## src/rtl/bus_sequencer_pkg.sv

```systemverilog
// Shared types and constants for the register-to-register bus sequencer.
package bus_sequencer_pkg;

  localparam int NREG_DEFAULT = 4;

  typedef enum logic [1:0] {
    IDLE   = 2'd0,
    DRIVE  = 2'd1,
    LATCH  = 2'd2,
    FINISH = 2'd3
  } state_t;

  // Width of a register-select field for n registers (never narrower than 1 bit).
  function automatic int idx_width(input int n);
    return (n > 1) ? $clog2(n) : 1;
  endfunction

endpackage

```

## src/rtl/rr_arb2.sv

```systemverilog
// Two-way round-robin arbiter; the priority pointer only moves when a grant is accepted.
module rr_arb2 (
  input  logic       clk,
  input  logic       rst,
  input  logic [1:0] req,
  input  logic       accept,
  output logic [1:0] grant
);

  logic prio;

  // Grant the favoured requester when both ask, otherwise whichever one is asking.
  always_comb begin
    grant = 2'b00;
    if (req[0] && (!req[1] || !prio)) begin
      grant = 2'b01;
    end else if (req[1]) begin
      grant = 2'b10;
    end
  end

  // After granting requester 0 the other one is favoured next, and vice versa.
  always_ff @(posedge clk) begin
    if (rst) begin
      prio <= 1'b0;
    end else if (accept && (grant != 2'b00)) begin
      prio <= grant[0];
    end
  end

endmodule

```

## src/rtl/bus_sequencer.sv

```systemverilog
// Sequences register-to-register transfers over a shared 8-bit data bus for two requesters.
// Every output is a flop; the grant cycle shows ready while the FSM is still in IDLE,
// and the following cycles show DRIVE, LATCH and FINISH in turn.
module bus_sequencer
  import bus_sequencer_pkg::*;
#(
  parameter int NREG = NREG_DEFAULT,
  parameter int IDW  = idx_width(NREG)
) (
  input  logic            clk,
  input  logic            rst,
  input  logic            req0_valid,
  input  logic [IDW-1:0]  req0_src,
  input  logic [IDW-1:0]  req0_dst,
  output logic            req0_ready,
  input  logic            req1_valid,
  input  logic [IDW-1:0]  req1_src,
  input  logic [IDW-1:0]  req1_dst,
  output logic            req1_ready,
  output logic [NREG-1:0] oe,
  output logic [NREG-1:0] ld,
  output logic            busy,
  output logic [1:0]      done,
  output logic [1:0]      err
);

  localparam logic [IDW:0] NREG_LIMIT = (IDW + 1)'(NREG);

  state_t         state, state_next;
  logic [1:0]     ready, ready_next;
  logic [IDW-1:0] src_q, src_next, dst_q, dst_next;
  logic           owner_q, owner_next;
  logic           bad_q, bad_next;
  logic [NREG-1:0] oe_next, ld_next;
  logic           busy_next;
  logic [1:0]     done_next, err_next;
  logic [1:0]     grant;
  logic           accept, can_grant;
  logic [IDW-1:0] sel_src, sel_dst;

  rr_arb2 u_arb (
    .clk    (clk),
    .rst    (rst),
    .req    ({req1_valid, req0_valid}),
    .accept (accept),
    .grant  (grant)
  );

  // Next state and next registered outputs; a new grant may be issued from an idle
  // FSM with no grant pending, or from FINISH so the grant lands on the first idle cycle.
  always_comb begin
    state_next = state;
    ready_next = 2'b00;
    oe_next    = '0;
    ld_next    = '0;
    busy_next  = 1'b0;
    done_next  = 2'b00;
    err_next   = 2'b00;
    src_next   = src_q;
    dst_next   = dst_q;
    owner_next = owner_q;
    bad_next   = bad_q;
    sel_src    = grant[1] ? req1_src : req0_src;
    sel_dst    = grant[1] ? req1_dst : req0_dst;
    can_grant  = ((state == IDLE) && (ready == 2'b00)) || (state == FINISH);
    accept     = can_grant && (grant != 2'b00);

    case (state)
      IDLE: begin
        if (ready != 2'b00) begin
          if (bad_q) begin
            err_next[owner_q] = 1'b1;
          end else begin
            state_next = DRIVE;
            oe_next    = NREG'(1) << src_q;
            busy_next  = 1'b1;
          end
        end
      end
      DRIVE: begin
        state_next = LATCH;
        oe_next    = NREG'(1) << src_q;
        ld_next    = NREG'(1) << dst_q;
        busy_next  = 1'b1;
      end
      LATCH: begin
        state_next          = FINISH;
        busy_next           = 1'b1;
        done_next[owner_q]  = 1'b1;
      end
      FINISH: begin
        state_next = IDLE;
      end
      default: begin
        state_next = IDLE;
      end
    endcase

    if (accept) begin
      ready_next = grant;
      owner_next = grant[1];
      src_next   = sel_src;
      dst_next   = sel_dst;
      bad_next   = (sel_src == sel_dst) || ({1'b0, sel_src} >= NREG_LIMIT) ||
                   ({1'b0, sel_dst} >= NREG_LIMIT);
    end
  end

  // State and output registers; reset drops everything, aborting any transfer in flight.
  always_ff @(posedge clk) begin
    if (rst) begin
      state   <= IDLE;
      ready   <= 2'b00;
      oe      <= '0;
      ld      <= '0;
      busy    <= 1'b0;
      done    <= 2'b00;
      err     <= 2'b00;
      src_q   <= '0;
      dst_q   <= '0;
      owner_q <= 1'b0;
      bad_q   <= 1'b0;
    end else begin
      state   <= state_next;
      ready   <= ready_next;
      oe      <= oe_next;
      ld      <= ld_next;
      busy    <= busy_next;
      done    <= done_next;
      err     <= err_next;
      src_q   <= src_next;
      dst_q   <= dst_next;
      owner_q <= owner_next;
      bad_q   <= bad_next;
    end
  end

  assign req0_ready = ready[0];
  assign req1_ready = ready[1];

endmodule

```

## config.mk

```make
export PLATFORM = sky130hd
export DESIGN_NAME = bus_sequencer
export DESIGN_NICKNAME = d
export VERILOG_FILES = /design/src/rtl/bus_sequencer_pkg.sv /design/src/rtl/rr_arb2.sv /design/src/rtl/bus_sequencer.sv
export SDC_FILE = /design/constraint.sdc
export NUM_CORES = 1
export LEC_CHECK = 0
export ABC_AREA = 1
export CAP_MARGIN = 30
export CORE_MARGIN = 2
export CORE_UTILIZATION = 40
export DETAILED_ROUTE_END_ITERATION = 6
export PLACE_DENSITY_LB_ADDON = 0.05
export SLEW_MARGIN = 20
export SYNTH_ARGS = -nofsm -noshare
export SYNTH_HDL_FRONTEND = slang
export SYNTH_HIERARCHICAL = 1
export SYNTH_SLANG_ARGS = --single-unit
```

## constraint.sdc

```tcl
create_clock -name clk -period 2.1 [get_ports clk]
set_clock_uncertainty 0.2 [all_clocks]
set_input_delay 0.315 -clock clk [delete_from_list [all_inputs] [get_ports clk]]
set_output_delay 0.315 -clock clk [all_outputs]
set_load 0.02 [all_outputs]
```

# [Yosys cells after proc, flatten, opt, wreduce, memory -nomap -nowiden]
# Cells that the tools add are included.
[classes] n_addsub=0 n_mul=0 div_mod_pow=0 magnitude_cmp=2 n_eq_ne=6 shifts=2 mux=15 bitwise=6 reduce_logical=19
[op_table] cell="2-bit 2-to-1 mux" n=6
[op_table] cell="4-bit 2-to-1 mux" n=2
[op_table] cell="2-bit one-hot mux with 4 select lines" n=1
[op_table] cell="4-bit one-hot mux with 2 select lines" n=1
[op_table] cell="2-bit OR reduction" n=4
[op_table] cell="1-bit by 2-bit left shift with 4-bit output, first input constant" n=2
[op_table] cell="1-bit inverter" n=6
[op_table] cell="1-bit logical AND" n=5
[op_table] cell="2-bit == test, second input constant" n=2
[op_table] cell="2-bit logical NOT" n=2
[op_table] cell="2-bit nonzero test" n=2
[op_table] cell="4-bit OR reduction" n=1
[op_table] cell="1-bit 2-to-1 mux" n=3
[op_table] cell="2-bit by 1-bit == test with 1-bit output, second input constant" n=1
[op_table] cell="2-bit == test" n=1
[op_table] cell="1-bit logical NOT" n=2
[op_table] cell="1-bit logical OR" n=2
[op_table] cell="1-bit by 2-bit less-than comparator with 1-bit output, second input constant" n=1
[op_table] cell="2-bit by 1-bit != test with 1-bit output, second input constant" n=1
[op_table] cell="2-bit != test, second input constant" n=1
[op_table] cell="1-bit one-hot mux with 2 select lines" n=1
[op_table] cell="2-bit AND reduction" n=1
[op_table] cell="1-bit demux with 1-bit select" n=1
[op_table] cell="1-bit >= comparator, second input constant" n=1
[totals] reg_bits=24 latch_bits=0 ram_bits=0 mem_bits_ro=0 n_memories=0

# [Depth between registers and ports, before layout]
[logic_depth] ltp_word=8 mapped_depth=12

# [Modules after synthesis]
# The synthesis kept the hierarchy.
[modules_own_cells] mod="bus_sequencer" n_inst=1 cells_each=141 area_each_um2=1056.0
[modules_own_cells] mod="rr_arb2" n_inst=1 cells_each=9 area_each_um2=60.1

# [Worst setup path after synthesis]
# Ideal clock, no wire load.
[synth_timing] path_kind="register to register" startpoint="reg state[0]" endpoint="reg u_arb.prio" arrival_time_ns=1.190 t_required_ns=1.830 setup_slack_ns=0.640 stages_incl_launch_ff=10 path_buffers=0 cell_sequence="dfxtp_1 inv_1 ha_1 nand2_1 nand2_2 nand2_4 inv_4 nand2_1 nand2_1 a21oi_1"
[synth_between] elab_chain_cells=5
[synth_lines] item="from (decl)" line_no="bus_sequencer.sv:29" text="state_t state, state_next;"
[synth_lines] item="from (signal assigned)" line_no="bus_sequencer.sv:124" text="state <= state_next;"
[synth_lines] item="2-bit logical NOT" line_no="bus_sequencer.sv:65" text="can_grant = ((state == IDLE) && (ready == 2'b00)) || (state == FINISH);"
[synth_lines] item="1-bit logical AND" line_no="bus_sequencer.sv:65"
[synth_lines] item="1-bit logical OR (*)" line_no="bus_sequencer.sv:65"
[synth_lines] item="1-bit logical AND (*)" line_no="bus_sequencer.sv:66" text="accept = can_grant && (grant != 2'b00);"
[synth_lines] item="via accept" line_no="bus_sequencer.sv:38" text="logic accept, can_grant;"
[synth_lines] item="1-bit logical AND (*)" line_no="rr_arb2.sv:26" text="end else if (accept && (grant != 2'b00)) begin"
[synth_lines] item="to (signal assigned)" line_no="rr_arb2.sv:27" text="prio <= grant[0];"
[synth_lines] item="to (decl)" line_no="rr_arb2.sv:10" text="logic prio;"
# The timed path passes the listed nets; every way through them passes the cells marked *.
# A chain may end at the register's enable or synchronous reset.

# [Worst setup path after layout]
[layout_timing] startpoint="reg ready[0]" endpoint="out req0_ready"
[layout_rtl] item="from (decl)" line_no="bus_sequencer.sv:30" text="logic [1:0] ready, ready_next;"
[layout_rtl] item="from (signal assigned)" line_no="bus_sequencer.sv:125" text="ready <= ready_next;"
[layout_rtl] item="to (decl)" line_no="bus_sequencer.sv:15" text="output logic req0_ready,"
# No word-level cell between the ends.

==> reports/metrics.yaml <==
global_routing:
  overflow: 0
  grt_util_met1: 0.154
  grt_max_degree: 13
  antenna_found_initial: 0
  grt_pass1_wl_um: 3260
  grt_pass1_vias: 809
  grt_usage: 0.130
  met3_usage: 0.0161
  gr-usage-met2: 0.216
  top_usage_layer: "met2"
route:
  drtIter0Drc: 17
  vias: 945
  firstDrtPassIters: 4
  routedWlPerCell_um: 9.00
  drt-total-wl_um: 1890
  drc: 0
  postRouteAntennaNets: 0
  viasPerCell: 4.50
power_and_ir_drop:
  vdd_drop_max_v: 0.000710
  p_sw_mw: 0.548
  clockPowerShare: 0.139
  combinationalPowerShare: 0.423
  p_leak_nw: 0.672
  p_per_area_nw_per_um2: 963
  power_switching_share: 0.396
  seq_power_share: 0.438
  p_int_mw: 0.835
synth:
  syn-instance-count: 150
  synthesis.nets: 167
  synth-xor-area-share: 0
  muxShareOfSynthArea: 0
  yosys.area_share.simple: 0.361
  synth-adder-area-share: 0.0561
  ys_ff_latch: 24
  synth_compound_area_frac: 0.0493
  netlist_area_um2: 1120
  synth_top_family_by_area: "simple AND/OR/NAND/NOR gates"
  synth_cell_types: 21
  yosys_warnings: 6
  yosysSeqAreaShare: 0.430
  syn_avg_cell_area_um2: 7.44
place:
  place_congestion: 0.775
  place_ws_ns: -0.0265
  io_buffers: 26
  dp_hpwl_um: 1540
clock_tree:
  clk_pin_slew_ns: 0.11
  clk_path_buf_depth: 2
  clock_sinks: 24
  cts_tree: "built"
  clk_latency_ns: 0.31
  post_cts_resized: 0
  cts_root_buffer: "clkbuf_4"
  postCtsHoldBufs: 0
  cts_htree_levels: 1
  cts_buffers: 3
  postCtsSetupBuffers: 0
worst_setup_path:
  crit_slowest_cell: "clkdlybuf4s50_1"
  crit_path_end_kind: "output port"
  cp_top_family: "buffers and inverters"
  cp_cell_sequence: "clkdlybuf4s50_1"
  worst-path-buf-inv: 1
  worstPathArrival_ns: 1.31
  max_stage_delay_ns: 0.62
  start_kind: "flop"
  worstPathMaxFanout: 2
  setup.worst_path.class: "reg -> out"
  critPathRequiredTime_ns: 1.58
floorplanning:
  core_area_um2: 2710
  ios: 27
  die_width_um: 56.8
  start_util: 0.412
  die_h_um: 56.8
  num_rows: 19
  die_area_um2: 3230
timing:
  fin_crit_ns: 1.83
  rsz0062_at_grt: "false"
  clock.fmax_ghz: 0.548
  worst_slew_margin_rel: 0.713
  worst_pin_slew_ns: 0.428
  slew_violations: 0
  finalHoldViolCount: 0
  setup_slack_ns: 0.274
  setup-tns-final_ns: 0
  fin_crit_sh: 0.870
  final-setup-viol-count: 0
finish:
  final_nets: 198
  multiInputGateArea_um2: 520
  seq_area_um2: 480
  diodes: 0
  drive_above_1_share: 0.128
  layout_common_cells: "41 x nand2_1, 26 x clkdlybuf4s50_1, 24 x dfxtp_1"
  final_common_cell: "nand2_1"
  nFillCells: 278
  area_growth_pct: 28.7
status:
  outcome: "complete, no violations"
run:
  maxCapViolCount: 0
min_path:
  worstHoldPathType: "reg -> reg"
[state kept, by name, indices dropped and copies added, names as in the netlist]
signal and count:
ld 4, oe 4, done 2, dst_q 2
err 2, ready 2, src_q 2, state 2
bad_q 1, busy 1, owner_q 1, u_arb/prio 1
[layout make-up]
cell class / count / share of cell area
clock buffers: 3 / 0.0157
inverters: 25 / 0.0688
multi-input cells: 99 / 0.362
flip-flops and latches: 24 / 0.334
well taps: 31 / 0.0270
repair buffers: 28 / 0.192
[power groups by stage]
stage | clock, mW | sequential (mW) | combinational, mW
floorplan | 0 | 0.642 | 0.405
detailed placement | 0 | 0.620 | 0.589
global placement | 0 | 0.614 | 0.579
global route | 0.223 | 0.622 | 0.669
finish | 0.192 | 0.606 | 0.584
CTS | 0.199 | 0.608 | 0.592
[synthesized netlist by cell type]
master	n	area share
nor3_2	5	0.045
a21oi_1	2	0.0090
and2_4	1	0.0078
buf_2	1	0.0045
nand2_2	4	0.022
nor2_4	2	0.020
o21ai_1	7	0.031
buf_6	1	0.010
inv_4	2	0.011
nand3b_1	2	0.013
ha_1	5	0.056
nor3_1	4	0.018
nand3_1	4	0.018
nand2_1	41	0.14
inv_1	22	0.074
inv_2	1	0.0034
dfxtp_1	24	0.43
nor2_2	2	0.011
o21ai_0	2	0.0090
nand2_4	1	0.010
nor2_1	17	0.057
[worst paths after layout]
kind / start / end / slack [ns] / cells after the start
worst max-delay path: ready[0] / req0_ready / 0.27 / 1
worst min-delay path: u_arb/prio / u_arb/prio / 0.27 / 2
worst max register to register: state[0] / u_arb/prio / 0.48 / 9
worst min register to register: u_arb/prio / u_arb/prio / 0.27 / 2
[per-layer routing]
metal / wire length (um) / share of wire / up-vias
met1: 841 / 0.45 / 404
met4: 51 / 0.027 / 0
met5: 0 / 0 / -
met2: 906 / 0.48 / 24
li1: - / - / 513
met3: 90 / 0.048 / 4
[tightest hold or removal path, stage by stage (launching register included)]
cell and delay, ns:
dfxtp_1 0.33, nand2_1 0.06, a21oi_1 0.05
[stage by stage]
stage / total power, mW / std cells / util / hold WS, ns / area, um^2
after floorplan: 1.05 / 150 / - / 0.184 / 1120
after global placement: 1.19 / 207 / 0.522 / 0.247 / 1410
after detailed placement: 1.21 / 207 / 0.522 / 0.250 / 1410
after CTS: 1.40 / 210 / 0.530 / 0.274 / 1440
after global routing: 1.51 / 210 / 0.530 / 0.295 / 1440
final: 1.38 / 210 / 0.530 / 0.271 / 1440
[cells by family after synthesis]
group	Yosys count
AO/OA/AOI/OAI	11
adder cells (fa/ha/maj)	5
buffers and inverters	27
flip-flops	24
AND/OR/NAND/NOR	83
(Power assumes the default switching activity.)
